===== config.mk =====
export PLATFORM = sky130hd
export DESIGN_NAME = ro_freq_counter
export DESIGN_NICKNAME = d
export VERILOG_FILES = /design/src/rtl/ro_freq_counter.sv
export SDC_FILE = /design/constraint.sdc
export NUM_CORES = 1
export LEC_CHECK = 0
export CAP_MARGIN = 20
export CORE_ASPECT_RATIO = 0.5
export CORE_MARGIN = 2
export CORE_UTILIZATION = 40
export CTS_BUF_LIST = sky130_fd_sc_hd__clkbuf_4 sky130_fd_sc_hd__clkbuf_8
export DETAILED_ROUTE_END_ITERATION = 7
export PLACE_DENSITY_LB_ADDON = 0.2
export SKIP_CTS_REPAIR_TIMING = 1
export SKIP_LAST_GASP = 1
export SYNTH_ARGS = -nofsm -noshare
export SYNTH_HDL_FRONTEND = slang
export SYNTH_SLANG_ARGS = --single-unit

===== constraint.sdc =====
create_clock -name wb_clk_i -period 2.5 [get_ports wb_clk_i]
set_input_delay 0.5 -clock wb_clk_i [delete_from_list [all_inputs] [get_ports wb_clk_i]]
set_output_delay 0.5 -clock wb_clk_i [all_outputs]
set_load 0.03 [all_outputs]

===== src/rtl/ro_freq_counter.sv =====
// ro_freq_counter: gated rising-edge counter for the ring-oscillator array.
// Counts synchronized ro_in edges over a programmable wb_clk_i window.
module ro_freq_counter #(
   parameter int CNT_W         = 24,
   parameter int GATE_W        = 24,
   parameter int SETTLE_CYCLES = 16,
   parameter int SYNC_STAGES   = 2
) (
   input  logic              wb_clk_i,
   input  logic              wb_rst_ni,
   input  logic              ro_in,
   input  logic              meas_start_i,
   input  logic              abort_i,
   input  logic [GATE_W-1:0] gate_cycles_i,
   output logic              ro_en_o,
   output logic              busy_o,
   output logic              done_o,
   output logic [CNT_W-1:0]  count_o,
   output logic              ovf_o
);

   localparam int SET_W = (SETTLE_CYCLES > 1) ? $clog2(SETTLE_CYCLES) : 1;
   localparam logic [SET_W-1:0] SET_LD = SET_W'(SETTLE_CYCLES - 1);

   typedef enum logic [1:0] {IDLE, SETTLE, MEASURE, DONE} state_t;

   state_t                 state;
   logic [SYNC_STAGES-1:0] sync_q;
   logic                   sync_d;
   logic                   edge_det;
   logic                   active;
   logic [SET_W-1:0]       set_cnt;
   logic [GATE_W-1:0]      gate_m1;
   logic [GATE_W-1:0]      gate_cnt;
   logic [CNT_W-1:0]       edge_cnt;
   logic [CNT_W-1:0]       cnt_nxt;
   logic                   ovf;
   logic                   ovf_nxt;

   always_ff @(posedge wb_clk_i or negedge wb_rst_ni) begin
      if (!wb_rst_ni) begin
         sync_q <= '0;
         sync_d <= 1'b0;
      end else begin
         sync_q <= {sync_q[SYNC_STAGES-2:0], ro_in};
         sync_d <= sync_q[SYNC_STAGES-1];
      end
   end

   assign edge_det = sync_q[SYNC_STAGES-1] & ~sync_d;

   // Saturating count; overflow marks an edge lost at all-ones.
   always_comb begin
      cnt_nxt = edge_cnt;
      ovf_nxt = ovf;
      if (edge_det) begin
         if (&edge_cnt) ovf_nxt = 1'b1;
         else cnt_nxt = edge_cnt + CNT_W'(1);
      end
   end

   assign ro_en_o = active;
   assign busy_o  = active;

   always_ff @(posedge wb_clk_i or negedge wb_rst_ni) begin
      if (!wb_rst_ni) begin
         state    <= IDLE;
         active   <= 1'b0;
         set_cnt  <= '0;
         gate_m1  <= '0;
         gate_cnt <= '0;
         edge_cnt <= '0;
         ovf      <= 1'b0;
         done_o   <= 1'b0;
         count_o  <= '0;
         ovf_o    <= 1'b0;
      end else begin
         done_o <= 1'b0;
         unique case (state)
            IDLE: begin
               if (meas_start_i && !abort_i) begin
                  state   <= SETTLE;
                  active  <= 1'b1;
                  set_cnt <= SET_LD;
                  gate_m1 <= (gate_cycles_i == '0) ? '0
                           : gate_cycles_i - GATE_W'(1);
               end
            end
            SETTLE: begin
               if (abort_i) begin
                  state  <= IDLE;
                  active <= 1'b0;
               end else if (set_cnt == '0) begin
                  state    <= MEASURE;
                  edge_cnt <= '0;
                  ovf      <= 1'b0;
                  gate_cnt <= gate_m1;
               end else begin
                  set_cnt <= set_cnt - SET_W'(1);
               end
            end
            MEASURE: begin
               if (abort_i) begin
                  state  <= IDLE;
                  active <= 1'b0;
               end else begin
                  edge_cnt <= cnt_nxt;
                  ovf      <= ovf_nxt;
                  if (gate_cnt == '0) begin
                     state   <= DONE;
                     active  <= 1'b0;
                     done_o  <= 1'b1;
                     count_o <= cnt_nxt;
                     ovf_o   <= ovf_nxt;
                  end else begin
                     gate_cnt <= gate_cnt - GATE_W'(1);
                  end
               end
            end
            DONE: state <= IDLE;
            default: state <= IDLE;
         endcase
      end
   end

endmodule


==> results.md <==
- Top routing layer used: met4
- Critical Path RT: 2.79 ns
- Placeable Area: 0.0152 mm2
- Share of cells above drive strength 1: 16.2%
- CP startpoint kind: flip-flop
- Leakage power: 3.11 nW
- Starting Density: 40.5%
- Post-synthesis cell type count: 64
- Critical path class: flip-flop to flip-flop
- Post-Syn Nets: 741
- IO Port Bufs: 56
- Peak Freq: 395 MHz
- Total die area: 0.0165 mm2
- First-pass GRT wire length: 25.7 mm
- Later-pin clock latency in the skew report: 0.39 ns
- Hold EP: sync_q[1]
- Reg clk slew, reported paths: 0.11 ns
- Final setup viols: 3
- Post-DRT Antenna Nets: 0
- Hold Violations, Final: 0
- Min-delay worst type: flip-flop to flip-flop
- Mapped cell area: 0.00616 mm2
- Layout Skew: 0.0148 ns
- Overflow after GRT: 0
- Period utilization: 101%
- CTS tree: done
- Largest net degree at the start of global routing: 59
- Synth Flop Type: dfrtp_1
- Relative slew slack: 52.3%
- Per-cell routed wire length: 14.8 um
- Power Dens Cells: 744 mW/mm2
- Clock sinks: 109
- Synthesis-to-layout area growth: 26.8%
- Gr usage total: 19.0%
- Initial drt markers: 339
- Synth Warn #: 0
- Wire length on met1: 7.61 mm
- H-tree depth: 3
- RSZ-0062 raised after global routing: true
- Crit end category: flip-flop
- Post-route setup slack: -0.0340 ns
- Worst Path Arrival: 2.82 ns
- CP Launch Point: gate_cnt[20]
- Max cap viols: 0
- Worst-path fanout max: 2
- Final Total Pwr: 0.00582 W
- Post-Syn Area per Cell: 8.78 um2
- Synth Register Bits: 109
- Post-synth EDFFs: 0
- Die X: 180 um
- Root Buffer: clkbuf_8
- Number of remaining DRC errors: 0
- Peak supply drop: 305 uV
- Nets@finish: 855
- Final slew viol count: 0
- Drt pass-1 iters: 5
- Cell Rows: 32
- Hold Startpoint: sync_q[0]
- Via count: 5515
- Ys async rst share: 100%
- RD Place Congestion: 0.874
- Hold Crit Depth: 0
- R2r setup slk: -0.03 ns
- Hold WS: 0.362 ns
- Met2 wire length: 6.90 mm
- Routed vias/inst: 5.38
- I/O pin cnt: 57
- Failing checks: setup timing
- RR Startpoint: gate_cnt[20]
- Die Span Y: 91.8 um
- Run status: finished with violations
- FF-to-FF End: gate_cnt[16]
- Post-synthesis sequential area ratio: 44.3%
- Post-Syn Instances: 702
- Antenna violations before repair: 0
- Final WL: 15.2 mm
- HPWL Detailed: 11.3 mm
- Vias in the first global route: 5203
- Detail Route met3 WL: 553 um
- Worst Tran Pin Value: 0.710 ns
- Num CTS Buffers: 9
- FF-to-FF path depth: 6
- Clock buffer depth: 2
- Ant. Diodes: 0
- Post-layout min period: 2.53 ns
==> how the worst max path moves through the flow <==
stage | end | slack (ns)
floorplan | gate_cnt[16] | -0.06
global placement | gate_m1[21] | -0.40
detailed placement | gate_m1[21] | -0.42
CTS | gate_cnt[3] | -0.08
global route | gate_cnt[14] | -0.12
finish | gate_cnt[16] | -0.03
==> routing by layer <==
metal | GRT usage (%) | vias up
met5 | 0 | -
met4 | 4.61 | 0
met3 | 3.22 | 13
met2 | 30.7 | 114
met1 | 26.8 | 2611
li1 | - | 2777
==> report_power, final <==
part	switching (W)	total, W	internal, W
registers	0.000404	0.00261	0.00221
logic	0.00109	0.00207	0.000981
clock network	0.000659	0.00114	0.000478
total	0.00215	0.00582	0.00367
==> through the flow <==
stage	setup TNS, ns	utilization [%]	setup slack (ns)	instance area, um2	std cells
floorplan	-0.0608	-	-0.0608	6170	702
global placement	-4.88	49.3	-0.404	7510	1008
detailed placement	-5.43	49.3	-0.425	7510	1008
CTS	-0.585	50.7	-0.0822	7710	1024
global route	-0.429	51.4	-0.122	7820	1025
finish	-0.0596	51.4	-0.0340	7820	1025
==> cell usage in the layout, fill, tap and decap left out, types with 7 or more instances in the layout <==
master           instances
nand2b_1                16
clkdlybuf4s50_1         54
o22ai_1                 14
nand4_1                 13
nor3_1                  23
clkbuf_8                 9
xor2_1                  15
xnor2_1                 24
o21ai_0                 58
buf_4                   78
nand2_1                101
a31oi_1                 23
inv_1                   17
nor2_1                  36
nor4_1                  14
a21oi_1                 41
dfrtp_1                109
mux2i_1                  9
a211oi_1                 7
and3_1                  10
o21ai_1                 14
ha_1                     9
nand3_1                 21
==> area by class of cell <==
type | count | area (um2)
Clock buffer | 9 | 124
Tap cell | 204 | 255
Inverter | 18 | 67.6
Fill cell | 1465 | 7400
Timing Repair Buffer | 140 | 1260
Sequential cell | 109 | 2730
Multi-Input combinational cell | 538 | 3300
Clock inverter | 7 | 81.3
==> cells in the mapped netlist, drive strengths merged, types with 14 or more instances <==
master	instances	area, um2
inv	17	63.8
xnor2	24	210
a21oi	45	229
o22ai	14	87.6
nand2	103	389
xor2	15	131
dfrtp	109	2730
nor2	37	139
nor4	18	128
nand3	21	105
nor3	24	125
o21ai	73	365
clkbuf	25	93.8
a31oi	23	144
nand2b	16	100
==> sequential cells by signal, indices dropped and copies added (netlist names) <==
signal and cells:
count_o 24, edge_cnt 24, gate_cnt 24, gate_m1 24
set_cnt 4, state 2, sync_q 2, busy_o 1
done_o 1, ovf 1, ovf_o 1, sync_d 1
==> worst max-delay path, stage by stage, from the launching register on <==
cell and delay, ns:
dfrtp_1 0.40, or4_4 0.55, or3_4 0.34, or4_4 0.45, nand2_4 0.08, mux2_4 0.29, a221o_2 0.32
==> cell families (layout without fill, tap and decap cells) <==
logic type,Yosys count,in the layout,synth area share (%)
and+or+nand+nor,286,286,24.2
AOI/OAI and AO/OA,192,192,18.4
DFF,109,109,44.3
buffers and inverters,55,174,3.76
xor gates and xnor gates,39,39,5.54
muxes,11,11,1.83
adders and majority gates,10,10,2.03
No activity file was read; power rests on OpenSTA's default activity.
